`src/rtl/morse_pkg.sv`:
```
// Shared types and constants for the A-H Morse letter transmitter:
// FSM encoding, counter widths, unit counts and the letter code ROM.
package morse_pkg;

  localparam int unsigned PRESC_W = 25;
  localparam int unsigned UNIT_W  = 2;
  localparam int unsigned SYM_W   = 3;
  localparam int unsigned PAT_W   = 4;
  localparam int unsigned LTR_W   = 3;

  localparam int unsigned DOT_UNITS  = 1;
  localparam int unsigned DASH_UNITS = 3;
  localparam int unsigned GAP_UNITS  = 1;

  typedef enum logic [1:0] {
    ST_IDLE  = 2'd0,
    ST_MARK  = 2'd1,
    ST_SPACE = 2'd2
  } state_t;

  typedef struct packed {
    logic [SYM_W-1:0] len;
    logic [PAT_W-1:0] pat;
  } code_t;

  // Pattern is left-aligned, 1 = dash, first symbol in the MSB.
  function automatic code_t code_lookup(input logic [LTR_W-1:0] idx);
    code_t c;
    case (idx)
      3'd0:    c = '{len: 3'd2, pat: 4'b0100};
      3'd1:    c = '{len: 3'd4, pat: 4'b1000};
      3'd2:    c = '{len: 3'd4, pat: 4'b1010};
      3'd3:    c = '{len: 3'd3, pat: 4'b1000};
      3'd4:    c = '{len: 3'd1, pat: 4'b0000};
      3'd5:    c = '{len: 3'd4, pat: 4'b0010};
      3'd6:    c = '{len: 3'd3, pat: 4'b1100};
      default: c = '{len: 3'd4, pat: 4'b0000};
    endcase
    return c;
  endfunction

endpackage

```
`src/rtl/morse_unit_tick.sv`:
```
// Unit-rate prescaler: counts 0..TICK_DIV-1 and flags the last count of
// each Morse unit; a synchronous clear restarts the unit.
module morse_unit_tick
  import morse_pkg::*;
#(
  parameter int unsigned TICK_DIV = 25_000_000
) (
  input  logic Clock,
  input  logic Reset,
  input  logic clear,
  output logic tick
);

  localparam logic [PRESC_W-1:0] LAST = PRESC_W'(TICK_DIV - 1);

  logic [PRESC_W-1:0] r_cnt;

  always_ff @(posedge Clock or posedge Reset) begin
    if (Reset) begin
      r_cnt <= '0;
    end else if (clear || tick) begin
      r_cnt <= '0;
    end else begin
      r_cnt <= r_cnt + PRESC_W'(1);
    end
  end

  assign tick = (r_cnt == LAST);

endmodule

```
`src/rtl/morse_letter_tx.sv`:
```
// Morse transmitter for letters A-H: latches a letter on start and plays
// its dot/dash sequence on morse_out, pulsing done when the last mark ends.
module morse_letter_tx
  import morse_pkg::*;
#(
  parameter int unsigned TICK_DIV = 25_000_000
) (
  input  logic             Clock,
  input  logic             Reset,
  input  logic             start,
  input  logic [LTR_W-1:0] letter,
  output logic             morse_out,
  output logic             busy,
  output logic             done
);

  state_t            r_state, w_state_nxt;
  logic [PAT_W-1:0]  r_pat, w_pat_nxt;
  logic [SYM_W-1:0]  r_sym, w_sym_nxt;
  logic [UNIT_W-1:0] r_unit, w_unit_nxt, w_unit_last;
  logic              r_morse, r_busy, r_done;
  logic              w_morse_nxt, w_busy_nxt, w_done_nxt;
  logic              w_clear, w_tick;
  code_t             w_code;

  assign w_code = code_lookup(letter);

  morse_unit_tick #(.TICK_DIV(TICK_DIV)) u_tick (
    .Clock (Clock),
    .Reset (Reset),
    .clear (w_clear),
    .tick  (w_tick)
  );

  // Last unit index of the current phase; SPACE always lasts a gap.
  always_comb begin
    w_unit_last = UNIT_W'(DOT_UNITS - 1);
    if (r_state == ST_SPACE) begin
      w_unit_last = UNIT_W'(GAP_UNITS - 1);
    end else if (r_pat[PAT_W-1]) begin
      w_unit_last = UNIT_W'(DASH_UNITS - 1);
    end
  end

  always_comb begin
    w_state_nxt = r_state;
    w_pat_nxt   = r_pat;
    w_sym_nxt   = r_sym;
    w_unit_nxt  = r_unit;
    w_clear     = 1'b0;
    w_done_nxt  = 1'b0;
    case (r_state)
      ST_IDLE: begin
        w_clear    = 1'b1;
        w_unit_nxt = '0;
        if (start) begin
          w_state_nxt = ST_MARK;
          w_pat_nxt   = w_code.pat;
          w_sym_nxt   = w_code.len;
        end
      end
      ST_MARK: begin
        if (w_tick) begin
          if (r_unit == w_unit_last) begin
            w_clear    = 1'b1;
            w_unit_nxt = '0;
            if (r_sym > SYM_W'(1)) begin
              w_state_nxt = ST_SPACE;
              w_pat_nxt   = {r_pat[PAT_W-2:0], 1'b0};
              w_sym_nxt   = r_sym - SYM_W'(1);
            end else begin
              w_state_nxt = ST_IDLE;
              w_done_nxt  = 1'b1;
            end
          end else begin
            w_unit_nxt = r_unit + UNIT_W'(1);
          end
        end
      end
      ST_SPACE: begin
        if (w_tick) begin
          if (r_unit == w_unit_last) begin
            w_clear     = 1'b1;
            w_unit_nxt  = '0;
            w_state_nxt = ST_MARK;
          end else begin
            w_unit_nxt = r_unit + UNIT_W'(1);
          end
        end
      end
      default: begin
        w_state_nxt = ST_IDLE;
      end
    endcase
    w_morse_nxt = (w_state_nxt == ST_MARK);
    w_busy_nxt  = (w_state_nxt != ST_IDLE);
  end

  always_ff @(posedge Clock or posedge Reset) begin
    if (Reset) begin
      r_state <= ST_IDLE;
      r_pat   <= '0;
      r_sym   <= '0;
      r_unit  <= '0;
      r_morse <= 1'b0;
      r_busy  <= 1'b0;
      r_done  <= 1'b0;
    end else begin
      r_state <= w_state_nxt;
      r_pat   <= w_pat_nxt;
      r_sym   <= w_sym_nxt;
      r_unit  <= w_unit_nxt;
      r_morse <= w_morse_nxt;
      r_busy  <= w_busy_nxt;
      r_done  <= w_done_nxt;
    end
  end

  assign morse_out = r_morse;
  assign busy      = r_busy;
  assign done      = r_done;

endmodule

```
`config.mk`:
```
export PLATFORM = sky130hd
export DESIGN_NAME = morse_letter_tx
export DESIGN_NICKNAME = d
export VERILOG_FILES = /design/src/rtl/morse_pkg.sv /design/src/rtl/morse_unit_tick.sv /design/src/rtl/morse_letter_tx.sv
export SDC_FILE = /design/constraint.sdc
export NUM_CORES = 1
export LEC_CHECK = 0
export ABC_AREA = 1
export CORE_ASPECT_RATIO = 0.8
export CORE_MARGIN = 2
export CORE_UTILIZATION = 45
export CTS_BUF_LIST = sky130_fd_sc_hd__clkbuf_4
export DETAILED_ROUTE_END_ITERATION = 7
export HOLD_SLACK_MARGIN = 0.05
export PLACE_DENSITY = 0.62
export SYNTH_ARGS = -nofsm -noshare
export SYNTH_HDL_FRONTEND = slang
export SYNTH_SLANG_ARGS = --single-unit
```
`constraint.sdc`:
```
create_clock -name Clock -period 5.3 [get_ports Clock]
set_input_delay 0.53 -clock Clock [delete_from_list [all_inputs] [get_ports Clock]]
set_output_delay 0.53 -clock Clock [all_outputs]
set_load 0.01 [all_outputs]
```
# After elaboration in Yosys (flattened, before gate mapping)
# Index checks and enable logic that the tools add are counted.
# Widths: inputs -> output; s select.
# totals
reg_bits	39
in_bits	6
out_inout_bits	3
word_cells	68
# classes
add_sub_neg	3
order_cmp	1
eq_ne	16
n_mux	31
n_reduce_logical	9
# op_table
op	count
$pmux 7 s7	1
$add 25x1->25 const B	1
$eq 25x25->1 const B	1
$mux 25	1
$mux 2	10
$mux 4	4
$mux 3	4
$eq 3x3->1 const B	3
$pmux 4 s2	1
$eq 3x2->1 const B	2
$mux 1	6
$ne 2x2->1 const B	3
$pmux 2 s3	1
$pmux 3 s2	1
$reduce_bool 2->1	3
$reduce_and 5->1	1
$eq 2x1->1 const B	2
$ne 2x1->1 const B	2
$pmux 2 s2	1
$eq 3x1->1 const B	1
$gt 3x1->1 const B	1
$logic_not 3->1	1
$sub 3x1->3 const B	1
$add 2x1->2 const B	1
7 further kinds	7

# Logic depth before layout (Yosys ltp)
# depth
ltp_word	8
depth_mapped	14
ltp_nobuf	14

# Hierarchy
# A second synthesis with hierarchy kept.
# unflattened
hier_cells	335
hier_area_um2	2451.1
# by_module_without_submodules
mod	instances	cells_per_inst	area_per_inst_um2	seq_area_each_um2
morse_unit_tick	1	216	1572.8	625.6
morse_letter_tx	1	119	878.3	325.3

# Worst setup path after synthesis
# OpenSTA, ideal clock, no wires.
# synth_path
path_type	flip-flop to flip-flop
start	reg r_state[0]
end	reg u_tick.r_cnt[9]
setup_time_ns	0.120
arrival_ns	1.650
required_time_ns	5.180
path_slack_ns	3.531
stages_incl_launch_ff	14
n_path_buf	1
synth_period_minus_slack_ns	1.769
cell_sequence	dfrtp_1 -> inv_1 -> ha_1 -> inv_1 -> nand2_1 -> nand2_1 -> nand2_1 -> nor2_1 -> nand3_4 -> nor2_2 -> o21ai_2 -> nand2_4 -> buf_12 -> nor2_1
# synth_via
elab_chain_len	8
word_cells_on_any_way	11
cone_classes	3 x eq/ne; 5 x mux; 3 x reduce/logical
# synth_rtl
element	line_no	rtl
start, declared	morse_letter_tx.sv:17	state_t r_state, w_state_nxt;
start signal, assigned	morse_letter_tx.sv:109	r_state <= w_state_nxt;
$eq 2x2->1	morse_letter_tx.sv:38, morse_letter_tx.sv:52	
$mux 2	morse_letter_tx.sv:38	if (r_state == ST_SPACE) begin
$eq 2x2->1	morse_letter_tx.sv:64, morse_letter_tx.sv:82	
$mux 1	morse_letter_tx.sv:64, morse_letter_tx.sv:82	
$mux 1	morse_letter_tx.sv:63	if (w_tick) begin
$pmux 1 s2 *	morse_letter_tx.sv:52	case (r_state)
$logic_or 1x1->1 *	morse_unit_tick.sv:21	end else if (clear || tick) begin
$mux 25 *	morse_unit_tick.sv:21	
end signal, assigned	morse_unit_tick.sv:24	r_cnt <= r_cnt + PRESC_W'(1);
end, declared	morse_unit_tick.sv:16	logic [PRESC_W-1:0] r_cnt;
# Every way passes the cells marked *; elsewhere a longest branch is shown, timed or not.
# A chain may end at the register's enable or synchronous reset.

# Worst setup path in the final report
# layout_path
start	reg r_state[0]
end	reg r_sym[2]
# layout_via
elab_chain_len	5
word_cells_on_any_way	12
cone_classes	7 x eq/ne; 2 x mux; 3 x reduce/logical
# layout_rtl
element	line_no	rtl
$eq 2x2->1	morse_letter_tx.sv:38	
$mux 2	morse_letter_tx.sv:38	
$eq 2x2->1	morse_letter_tx.sv:64	if (r_unit == w_unit_last) begin
$ne 2x2->1 (no source line)	n/a	
$reduce_and 5->1 (no source line)	n/a	
end signal, assigned	morse_letter_tx.sv:111	r_sym <= w_sym_nxt;
end, declared	morse_letter_tx.sv:19	logic [SYM_W-1:0] r_sym, w_sym_nxt;
# Parallel ways exist; a longest one is shown, timed or not.

==> results.ini <==
[sta]
grt_setup_unrepaired=false
slew_violations=0
tightest_slew_ps=489
holdWs_ps=520
relSlewSlack_pct=67.4
fin_skew_ps=14.8
fmax_mhz=458
fin_setup_tns_ps=0
period_share_pct=41.2
setup_violations=0
hold_violations=0
fin_crit_ps=2180

[power]
sw_frac_of_total_pct=38.7
switching_power_mw=0.312
clkPwrFrac_pct=18.4
seqPwrFrac_pct=45.4
combinationalPowerShare_pct=36.2
power_leakage_nw=1.14
power_density_nw_per_um2=316
p_int_mw=0.494
vdd_drop_max_v=0.000209

[setup_path]
cp-end-kind=flip-flop
startpoint=r_state[0]
worstSetupStartpointType=flip-flop
worstPathArrival_ps=2430
cp.required_ps=5550
worstSetupPathType=reg -> reg
crit_fanout=11
r2r_start=r_state[0]

[global_route]
overflow=0
antenna_found_initial=0
grt_max_degree=39
grt_pass1_vias=1675
grt_usage_pct=17.6
grt_pass1_wl_microns=7940

[routing]
drc_errors=0
vias=1909
ant_nets=0
wl_microns=4640
drtIter0Drc=158
viasPerCell=4.89
wl_per_cell_microns=11.9
drtPass1Iterations=4

[clocking]
numCtsBuffers=5
post_cts_buffers=0
clk_pin_slew_ps=110
cts_num_sinks=38
cts_tree=built
clk_path_buf_depth=2
cts_resized=0
cts-htree-levels=2
cts_hold_buf=0
insertion_delay_ps=340
root_buffer=clkbuf_4

[placed_design]
place_congestion=0.822
portBuffers=8
dp_hpwl_microns=3500

[synthesis]
synth_area_sq_um=2380
syn_inst=315
ys_types=33
synth_nets=327
yosys_warnings=0
yosysSeqAreaShare_pct=40.0
synth-seq-cells=38
postSynthAreaPerCell_sq_um=7.54

[layout]
drive_above_1_share_pct=11.9
multi_input_area_sq_um=1200
fin_util_pct=50.7
num-fill-cells=497
fin_nets=339
areaGrowthSynthToFinish_pct=7.43
regArea_sq_um=951
num_antenna_cells=0

[die]
num_rows=23
die_w_microns=85.2
dieArea_sq_um=5880
coreArea_sq_um=5040
die_y_microns=69.0
start_util_pct=47.2
io_pins=9

[status]
status=completed

[worst_hold_path]
hold_path_startpoint=r_unit[0]
hp-class=reg -> reg

[run]
maxCapViolCount=0

through the flow:
step           instances  total power [mW]  instance area, sq um  setup slack (ps)
4_1_cts              390             0.817                  2550              3110
3_5_place_dp         382             0.667                  2500              3130
2_1_floorplan        315             0.623                  2380              3530
3_3_place_gp         382             0.663                  2500              3160
5_1_grt              390             0.880                  2550              2870
6_report             390             0.806                  2550              3120
power groups by stage:
stage               Combinational [mW]  Clock [mW]  Sequential (mW)
global placement                 0.292           0            0.370
floorplan                        0.256           0            0.367
global route                     0.341       0.167            0.373
CTS                              0.295       0.156            0.366
finish                           0.292       0.149            0.366
detailed placement               0.296           0            0.370
per-layer routing:
metal	routed length [microns]	GRT usage (%)	vias up
met3	219	3.57	4
met4	53	5.95	0
met1	2600	26.9	864
met2	1760	24.1	30
met5	0	0	-
li1	-	-	1011
cells in the mapped netlist (all sizes together):
library cell	number	share of area, %
a21boi	1	0.47
a21oi	6	1.4
a22oi	2	0.63
buf	3	1.6
clkbuf	1	0.16
dfrtp	38	40
ha	6	3.2
inv	49	7.7
nand2	78	13
nand3	16	4.1
nand4	7	1.8
nor2	61	11
nor3	10	2.8
nor4	3	0.79
o2111ai	1	0.37
o21ai	13	2.9
o32ai	1	0.37
xnor2	5	1.8
xor2	14	5.2
critical path, stage by stage, from the launching register on:
cell	delay [ps]
dfrtp_1	410
inv_1	90
ha_1	220
inv_1	90
nand2_1	50
nand2_1	80
nand2_1	50
nor2_1	270
nand3_4	150
a21boi_2	390
o21ai_0	150
nand2_1	80
nand2_1	50
cells by family after synthesis:
kind of cell	synth area share [%]
AND/OR/NAND/NOR	34.1
buffers and inverters	9.53
flip-flops	40.0
AO/OA/AOI/OAI	6.16
XOR/XNOR	7.00
adder cells (fa/ha/maj)	3.16
worst paths after layout:
check / to / slack [ps] / depth (start not counted)
min in group asynchronous: done / 600 / 3
min reg2reg: r_unit[0] / 520 / 1
max in group asynchronous: r_sym[1] / 4350 / 3
max: r_sym[2] / 3120 / 12
min: r_unit[0] / 520 / 1
max reg2reg: r_sym[2] / 3120 / 12
sequential cells by signal (all words and copies together) (netlist names):
name,count
u_tick.r_cnt,25
r_pat,3
r_sym,3
r_state,2
r_unit,2
busy,1
done,1
morse_out,1
placed cells by master (no fill, tap or decap), types with 2 or more instances in the layout:
master           instances
nand2_1                 72
inv_1                   46
nor2_1                  46
dfrtp_1                 38
nand3_1                 14
nor2_2                  14
xor2_1                  14
o21ai_0                 11
nor3_1                   8
clkdlybuf4s50_1          8
nand4_1                  7
ha_1                     6
clkbuf_4                 6
nand2_2                  5
xnor2_1                  5
a21oi_1                  5
inv_2                    3
nor4_1                   3
a22oi_1                  2
layout make-up:
| cell class | count | share of cell area (%) |
|---|---|---|
| Clock buffer | 6 | 1.76 |
| Clock inverter | 2 | 0.343 |
| Inverter | 49 | 7.21 |
| Multi-Input combinational cell | 224 | 47.0 |
| Sequential cell | 38 | 37.3 |
| Tap cell | 62 | 3.04 |
| Timing Repair Buffer | 9 | 3.43 |
Note: power is estimated with default switching activity, not from simulation.
